## config.mk

```make
export PLATFORM = sky130hd
export DESIGN_NAME = mips_bus_initiator
export DESIGN_NICKNAME = d
export VERILOG_FILES = /design/src/rtl/mips_bus_pkg.sv /design/src/rtl/mips_load_align.sv /design/src/rtl/mips_bus_initiator.sv
export SDC_FILE = /design/constraint.sdc
export NUM_CORES = 1
export LEC_CHECK = 0
export CORE_ASPECT_RATIO = 0.8
export CORE_MARGIN = 3
export CORE_UTILIZATION = 46
export DETAILED_ROUTE_END_ITERATION = 8
export HOLD_SLACK_MARGIN = 0.15
export PLACE_DENSITY = 0.83
export SYNTH_ARGS = -nofsm -noshare
export SYNTH_HDL_FRONTEND = slang
export SYNTH_HIERARCHICAL = 1
export SYNTH_SLANG_ARGS = --single-unit
```

## constraint.sdc

```tcl
create_clock -name clk -period 2.1 [get_ports clk]
set_input_delay 0.63 -clock clk [delete_from_list [all_inputs] [get_ports clk]]
set_output_delay 0.63 -clock clk [all_outputs]
set_load 0.05 [all_outputs]
```

## src/rtl/mips_bus_pkg.sv

```systemverilog
// rtl/mips_bus_pkg.sv - shared types and lane helpers for the CPU bus initiator
package mips_bus_pkg;

   typedef enum logic [1:0] {
      SZ_BYTE = 2'b00,
      SZ_HALF = 2'b01,
      SZ_WORD = 2'b10
   } mem_size_t;

   typedef enum logic [1:0] {
      IDLE = 2'b00,
      BUS  = 2'b01,
      RESP = 2'b10
   } state_t;

   // bit0 of the mask is the byte at the word address (little-endian)
   function automatic logic [3:0] lane_mask(input logic [1:0] size, input logic [1:0] addr_lo);
      case (size)
         SZ_BYTE: lane_mask = 4'b0001 << addr_lo;
         SZ_HALF: lane_mask = 4'b0011 << {addr_lo[1], 1'b0};
         SZ_WORD: lane_mask = 4'b1111;
         default: lane_mask = 4'b0000;
      endcase
   endfunction

   function automatic logic [31:0] replicate(input logic [1:0] size, input logic [31:0] data);
      case (size)
         SZ_BYTE: replicate = {4{data[7:0]}};
         SZ_HALF: replicate = {2{data[15:0]}};
         default: replicate = data;
      endcase
   endfunction

endpackage

```

## src/rtl/mips_load_align.sv

```systemverilog
// rtl/mips_load_align.sv - selects the addressed lane of a read word and extends it
module mips_load_align
   import mips_bus_pkg::*;
(
   input  logic [31:0] readdata,
   input  logic [1:0]  addr_lo,
   input  logic [1:0]  size,
   input  logic        sign_ext,
   output logic [31:0] load_data
);

   logic [7:0]  byte_lane;
   logic [15:0] half_lane;

   always_comb begin
      byte_lane = readdata[{addr_lo, 3'b000} +: 8];
      half_lane = addr_lo[1] ? readdata[31:16] : readdata[15:0];
      case (size)
         SZ_BYTE: load_data = {{24{sign_ext & byte_lane[7]}}, byte_lane};
         SZ_HALF: load_data = {{16{sign_ext & half_lane[15]}}, half_lane};
         default: load_data = readdata;
      endcase
   end

endmodule

```

## src/rtl/mips_bus_initiator.sv

```systemverilog
// rtl/mips_bus_initiator.sv - single-outstanding load/store bus initiator with stall watchdog
module mips_bus_initiator
   import mips_bus_pkg::*;
#(
   parameter int unsigned MAX_WAIT = 255
)
(
   input  logic        clk,
   input  logic        reset,
   input  logic        req_valid,
   output logic        req_ready,
   input  logic        req_write,
   input  logic [1:0]  req_size,
   input  logic        req_signed,
   input  logic [31:0] req_addr,
   input  logic [31:0] req_wdata,
   output logic        resp_valid,
   output logic [31:0] resp_rdata,
   output logic        resp_err,
   output logic [31:0] address,
   output logic        read,
   output logic        write,
   input  logic        waitrequest,
   output logic [3:0]  byteenable,
   output logic [31:0] writedata,
   input  logic [31:0] readdata
);

   localparam int WCW = (MAX_WAIT < 2) ? 1 : $clog2(MAX_WAIT + 1);

   state_t           state_q, state_d;
   logic             write_q;
   logic [1:0]       size_q;
   logic             sign_q;
   logic [1:0]       addr_lo_q;
   logic [WCW-1:0]   wait_cnt;
   logic             illegal;
   logic             bus_done;
   logic             timeout;
   logic [31:0]      load_data;

   always_comb begin
      case (req_size)
         SZ_BYTE: illegal = 1'b0;
         SZ_HALF: illegal = req_addr[0];
         SZ_WORD: illegal = (req_addr[1:0] != 2'b00);
         default: illegal = 1'b1;
      endcase
   end

   always_comb begin
      state_d    = state_q;
      req_ready  = 1'b0;
      read       = 1'b0;
      write      = 1'b0;
      resp_valid = 1'b0;
      bus_done   = 1'b0;
      timeout    = 1'b0;
      case (state_q)
         IDLE: begin
            req_ready = 1'b1;
            if (req_valid) state_d = illegal ? RESP : BUS;
         end
         BUS: begin
            read  = ~write_q;
            write = write_q;
            if (!waitrequest) begin
               bus_done = 1'b1;
               state_d  = RESP;
            end else if (MAX_WAIT != 0 && 32'(wait_cnt) + 32'd1 == MAX_WAIT) begin
               // this stall cycle would make the count reach the limit
               timeout = 1'b1;
               state_d = RESP;
            end
         end
         RESP: begin
            resp_valid = 1'b1;
            state_d    = IDLE;
         end
         default: state_d = IDLE;
      endcase
   end

   mips_load_align u_load_align (
      .readdata  (readdata),
      .addr_lo   (addr_lo_q),
      .size      (size_q),
      .sign_ext  (sign_q),
      .load_data (load_data)
   );

   always_ff @(posedge clk or negedge reset) begin
      if (!reset) begin
         state_q    <= IDLE;
         address    <= '0;
         byteenable <= '0;
         writedata  <= '0;
         write_q    <= 1'b0;
         size_q     <= 2'b00;
         sign_q     <= 1'b0;
         addr_lo_q  <= 2'b00;
         resp_rdata <= '0;
         resp_err   <= 1'b0;
         wait_cnt   <= '0;
      end else begin
         state_q <= state_d;
         if (state_q == IDLE && req_valid) begin
            resp_rdata <= '0;
            resp_err   <= illegal;
            if (!illegal) begin
               address    <= {req_addr[31:2], 2'b00};
               byteenable <= lane_mask(req_size, req_addr[1:0]);
               writedata  <= req_write ? replicate(req_size, req_wdata) : '0;
               write_q    <= req_write;
               size_q     <= req_size;
               sign_q     <= req_signed;
               addr_lo_q  <= req_addr[1:0];
            end
         end
         if (bus_done && !write_q) resp_rdata <= load_data;
         if (timeout) resp_err <= 1'b1;
         wait_cnt <= (state_q == BUS && state_d == BUS) ? wait_cnt + 1'b1 : '0;
      end
   end

endmodule

```

==> flow_summary.json, run 1 <==
{
  "outcome": "complete, no violations",
  "antennaDiodeCount": 0,
  "reg2reg_from": "wait_cnt[0]",
  "grtUsageTotal": 0.252,
  "pwr_density_cell_nw_per_um2": 1740,
  "crit_slowest_cell": "dfrtp_1",
  "whs_ns": 0.482,
  "rows": 36,
  "power_mw": 15.4,
  "fp.dieH_um": 108,
  "fmaxAchievable_mhz": 490,
  "startpoint": "state_q[0]",
  "core_area_um2": 12400,
  "grt_max_degree": 65,
  "die_x_um": 133,
  "worstPathArrival_ns": 1.41,
  "yosys.area.top_type": "dfrtp_1",
  "vias": 5458,
  "wl_per_cell_um": 17.5,
  "dp_hpwl_mm": 13.1,
  "gp_congestion": 0.863,
  "synth_warnings": 6,
  "synth_area_leaders": "dfrtp_1 (48%), nand2_1 (12%), mux2_4 (8.8%)",
  "numCtsBuffers": 17,
  "drtIter0Drc": 458,
  "multi_input_area_um2": 2830,
  "grt_setup_unrepaired": "false",
  "totalWireLength_mm": 17.8,
  "hold_path_class": "flip-flop to flip-flop",
  "skew_ns": 0.00631,
  "min_from": "writedata[1]",
  "cts_tree": "built",
  "antenna_found_initial": 0,
  "drc": 0,
  "yosysUniqueCellTypes": 55,
  "async_reset_ff_frac": 1.00,
  "die_area_um2": 14300,
  "worstSetupEndpointType": "primary output",
  "syn2layout_area_growth_pct": 48.6,
  "grt_pass1_vias": 5572,
  "synth_seq_area_share": 0.485,
  "post-cts-setup-buffers": 0,
  "finalHoldViolations": 0,
  "ant_nets": 0,
  "startpoint_type": "flip-flop",
  "grt_overflow_total": 0,
  "first_pass_iters": 7,
  "grt_pass1_wl_mm": 28.5,
  "critPathRequiredTime_ns": 1.47,
  "setup_viol": 0,
  "worstPathMaxFanout": 5,
  "synth_edf_count": 0,
  "final_common_cell": "nand2_1",
  "clk_pin_slew_ns": 0.06,
  "synth-main-ff-cell": "dfrtp_1",
  "path_class": "flip-flop to primary output",
  "relSlewSlack": 0.577,
  "vias_per_cell": 5.37,
  "cp_num_buf_inv": 1,
  "drive_above_1_share": 0.288,
  "crit_family": "simple AND/OR/NAND/NOR gates",
  "initial_core_util": 0.479,
  "final_nets": 939,
  "crit_chain": "nor2b_2, and2_1, buf_12",
  "fillers": 867,
  "p_leak_nw": 4.21,
  "seq_area_um2": 2880,
  "maxCapViolations": 0,
  "slew_violations": 0,
  "clkSinkCount": 115,
  "period_minus_slack_ns": 2.04,
  "synth_cells": 616,
  "synth_top_area_frac": 0.485,
  "cp_slowest_stage_delay_ns": 0.39,
  "clockRootBuffer": "clkbuf_16",
  "ir_drop_mv": 0.987,
  "layout_common_cells": "nand2_1 (197), buf_4 (126), dfrtp_1 (115), clkdlybuf4s50_1 (102), o21ai_0 (82)",
  "syn_area_um2": 5940,
  "h-tree-depth": 4,
  "io_buffers": 206,
  "worstMarginPinSlew_ns": 0.633,
  "min_period_over_period": 0.972,
  "ios": 209,
  "ys_ff_latch": 115,
  "synth_area_per_cell_um2": 9.64,
  "clk_latency_ns": 0.42,
  "clockBufferDepth": 2
}
==> routing by layer <==
metal / track usage / wire (um)
met1: 0.317 / 7300
met2: 0.410 / 8390
met3: 0.0921 / 1900
met4: 0.0764 / 242
met5: 0 / 0
==> per-stage QoR <==
step | setup slack [ns] | util | setup TNS, ns | std cells | instance area [um2]
6_report | 0.0596 | 0.712 | 0 | 1017 | 8820
5_1_grt | 0.0157 | 0.712 | 0 | 1017 | 8820
4_1_cts | 0.0317 | 0.712 | 0 | 1017 | 8820
3_5_place_dp | -0.264 | 0.659 | -19.71 | 984 | 8160
3_3_place_gp | -0.225 | 0.659 | -17.09 | 984 | 8160
2_1_floorplan | 0.203 | - | 0 | 617 | 5940
==> area by class of cell <==
type                       instances  share of cell area
sequential                       115               0.326
timing repair buffer             242               0.254
clock inverter                    13              0.0233
tap                              171              0.0243
clock buffer                      19              0.0502
multi-input combinational        453               0.321
inverter                           4             0.00170
==> power breakdown <==
group / total, mW / internal, mW / switching (mW)
Combinational: 8.26 / 2.88 / 5.38
Sequential: 3.91 / 3.20 / 0.708
Clock: 3.19 / 2.13 / 1.06
==> registers in the layout (all words and copies together), names as in the netlist <==
register and count:
addr_lo_q 2, address 30, byteenable 4, resp_err 1, resp_rdata 32, sign_q 1
size_q 2, state_q 2, wait_cnt 8, write_q 1, writedata 32
==> kinds of logic (layout without fill, tap and decap cells) <==
family                     after synthesis  count (layout)  share of synthesized area
AOI/OAI and AO/OA                      133             133                      0.140
xor gates and xnor gates                 6               6                    0.00885
adders and majority gates                2               2                    0.00421
buffers and inverters                   49             278                     0.0432
DFF                                    115             115                      0.485
muxes                                   64              64                      0.141
other                                    1               2                   0.000632
and+or+nand+nor                        246             246                      0.177
==> worst reg2reg max path: cells and delay by family, from the launching register on <==
family | cells | cell delay (ns)
DFF | 1 | 0.43
muxes | 1 | 0.38
AOI/OAI and AO/OA | 2 | 0.58
adders and majority gates | 1 | 0.27
and+or+nand+nor | 1 | 0.24
==> timing repair <==
action                                 4_1_cts  5_1_grt
hold buffers                                 1        0
endpoints found under the hold margin        7        0
setup endpoints to repair                    2        0
gates resized for setup                      2        0
==> Yosys cell counts (3+ instances only) <==
master	number
nor2b_1	7
mux2_4	35
a211oi_1	7
a21o_1	4
xor2_1	3
mux2i_1	10
nand3_1	5
nand2b_1	9
clkbuf_1	22
a221o_2	8
nor2_1	7
buf_2	10
o22a_1	3
nand2_1	197
dfrtp_1	115
buf_6	5
buf_4	6
xnor2_1	3
a22oi_1	5
a21oi_1	5
o21ai_0	82
inv_1	4
a2bb2oi_1	3
mux2_2	19
o21bai_1	3
==> path summary, 6_finish.rpt <==
kind	endpoint	slack (ns)	cells past startpoint
max	write	0.06	3
min	writedata[1]	0.48	2
max reg2reg	state_q[1]	0.13	5
min reg2reg	writedata[1]	0.48	2
max in group asynchronous	byteenable[2]	0.95	3
min in group asynchronous	resp_rdata[27]	0.62	2
No activity file was read; power rests on OpenSTA's default activity.
==> run 2, diff against run 1 <==
- CTS_CLUSTER_DIAMETER: default -> 30
- REMOVE_ABC_BUFFERS: default -> 1
==> run 2 against run 1 <==
  * Sequential power increased by 2%
  * Fmax shrank 0.54%
  * Worst setup slack worse by 0.011 ns
  * Critical path type unchanged
  * Final area down 0.98%
==> flow_summary.json, run 2 (synthesis results as in run 1) <==
{
  "drtIter0Drc": 314,
  "grtUsageTotal": 0.246,
  "rows": 36,
  "drive_above_1_share": 0.289,
  "clk_pin_slew_ns": 0.05,
  "drc": 0,
  "critPathRequiredTime_ns": 1.47,
  "wl_per_cell_um": 16.8,
  "cp_num_buf_inv": 1,
  "first_pass_iters": 4,
  "ios": 209,
  "intPower_mw": 7.81,
  "initial_core_util": 0.479,
  "cp_slowest_stage_delay_ns": 0.43,
  "core_area_um2": 12400,
  "final_common_cell": "nand2_1",
  "cts_tree": "built",
  "fmaxAchievable_mhz": 487,
  "stdcell_area_um2": 8740,
  "relSlewSlack": 0.663,
  "min_to": "writedata[28]",
  "seqPwrFrac": 0.268,
  "clk_latency_ns": 0.41,
  "syn2layout_area_growth_pct": 47.1,
  "antenna_found_initial": 1,
  "min_period_over_period": 0.977,
  "min_from": "writedata[28]",
  "gp_congestion": 0.840,
  "worstPathArrival_ns": 1.42,
  "power_frac_clock": 0.181,
  "timing.rr.end": "resp_err",
  "clkSinkCount": 115,
  "pwr_density_cell_nw_per_um2": 1700,
  "maxCapViolations": 0,
  "h-tree-depth": 4,
  "numCtsBuffers": 17,
  "reg2reg_slack_ns": 0.24,
  "largest_registers": "resp_rdata (32), writedata (32), address (30)",
  "worstSetupEndpointType": "primary output",
  "skew_ns": 0.0124,
  "die_area_um2": 14300,
  "dpl_worst_slack_ns": -0.459,
  "vias_per_cell": 5.26,
  "switching_share": 0.473,
  "die_x_um": 133,
  "ant_nets": 0,
  "finalWorstSetupSlack_ns": 0.0486,
  "placed_cells": 988,
  "crit_slowest_cell": "dfrtp_1",
  "worstPathMaxFanout": 5,
  "clockBufferDepth": 2,
  "grt_pass1_vias": 5678,
  "period_minus_slack_ns": 2.05,
  "grt_pass1_wl_mm": 28.0,
  "worstMarginPinSlew_ns": 0.503,
  "crit_family": "simple AND/OR/NAND/NOR gates",
  "grt_overflow_total": 0,
  "grt_setup_unrepaired": "true",
  "dpl_cell_area_um2": 8140,
  "hold_path_class": "flip-flop to flip-flop",
  "crit_chain": "nor2b_2, and2_1, buf_12",
  "setup_viol": 0,
  "antennaDiodeCount": 0,
  "totalNegativeSetupSlack_ns": 0,
  "r2r.worst_path.cells": 5,
  "outcome": "complete, no violations",
  "slew_violations": 0,
  "p_leak_nw": 4.18,
  "path_class": "flip-flop to primary output",
  "finalHoldViolations": 0,
  "cp.depth": 3,
  "p_switching_mw": 7.01,
  "reg2reg_from": "wait_cnt[0]",
  "hold-path-cell-count": 2,
  "dp_hpwl_mm": 12.7,
  "ir_drop_mv": 1.62,
  "final_nets": 943,
  "layout_common_cells": "nand2_1 (197), buf_4 (134), dfrtp_1 (115), clkdlybuf4s50_1 (102), o21ai_0 (82)",
  "grt_max_degree": 65,
  "power_frac_comb": 0.550,
  "totalWireLength_mm": 17.1,
  "io_buffers": 206,
  "post-cts-setup-buffers": 0,
  "startpoint_type": "flip-flop",
  "clockRootBuffer": "clkbuf_16",
  "fp.dieH_um": 108,
  "stdcell_count": 1019,
  "vias": 5363
}
[run 2: changes by cell type in the layout (fill, tap and decap cells not counted), moves of 2 or more]
cell / delta
buf_4: +8
bufinv_16: -4
clkbuf_1: +3
clkbuf_8: +4
inv_6: -2
clkinvlp_4: -2
buf_12: -4
[run 2: worst reg2reg max path, delay by kind of cell (launching register included)]
family | cells | cell delay (ns)
AOI/OAI and AO/OA | 2 | 0.45
DFF | 1 | 0.46
and+or+nand+nor | 1 | 0.24
adders and majority gates | 1 | 0.26
muxes | 1 | 0.39
[run 2: worst max-delay path by stage]
| stage | startpoint | endpoint |
|---|---|---|
| after detailed placement | req_valid | byteenable[1] |
| after CTS | state_q[1] | read |
| after global placement | req_valid | byteenable[2] |
| after global routing | state_q[0] | write |
| final | state_q[0] | write |
| after floorplan | req_addr[0] | address[31] |
[run 2: power by group through the flow]
stage / clock network, mW / registers (mW) / logic, mW
2_1_floorplan: 0 / 7.05 / 2.25
3_3_place_gp: 0 / 3.91 / 8.00
3_5_place_dp: 0 / 3.94 / 8.16
4_1_cts: 2.73 / 3.97 / 8.19
5_1_grt: 2.85 / 4.10 / 8.61
6_report: 2.69 / 3.97 / 8.16
[run 2: final cells by class]
class | instances | area [um2]
fill | 894 | 3650
sequential | 115 | 2880
multi-input combinational | 453 | 2860
timing repair buffer | 246 | 2220
clock buffer | 26 | 509
tap | 171 | 214
clock inverter | 4 | 47.5
inverter | 4 | 15.0
[run 2: layer usage]
metal	up-vias	GRT usage	part of all wire	wire, um
met2	250	0.417	0.49	8370
met1	2556	0.300	0.41	7080
met3	22	0.0907	0.086	1480
met4	2	0.0623	0.012	199
met5	-	0	0.00076	13
li1	2533	-	-	-
[run 2: what timing repair did]
item	4_1_cts	5_1_grt
hold endpoints to repair	18	0
hold buffers	1	0
gates resized for setup	2	4
setup endpoints to repair	2	8
[run 2: metrics by stage]
stage	util	hold slack, ns	power, mW
CTS	0.704	0.487	14.9
detailed placement	0.657	0.474	12.1
global route	0.705	0.520	15.6
floorplan	-	0.334	9.31
global placement	0.657	0.463	11.9
finish	0.705	0.483	14.8
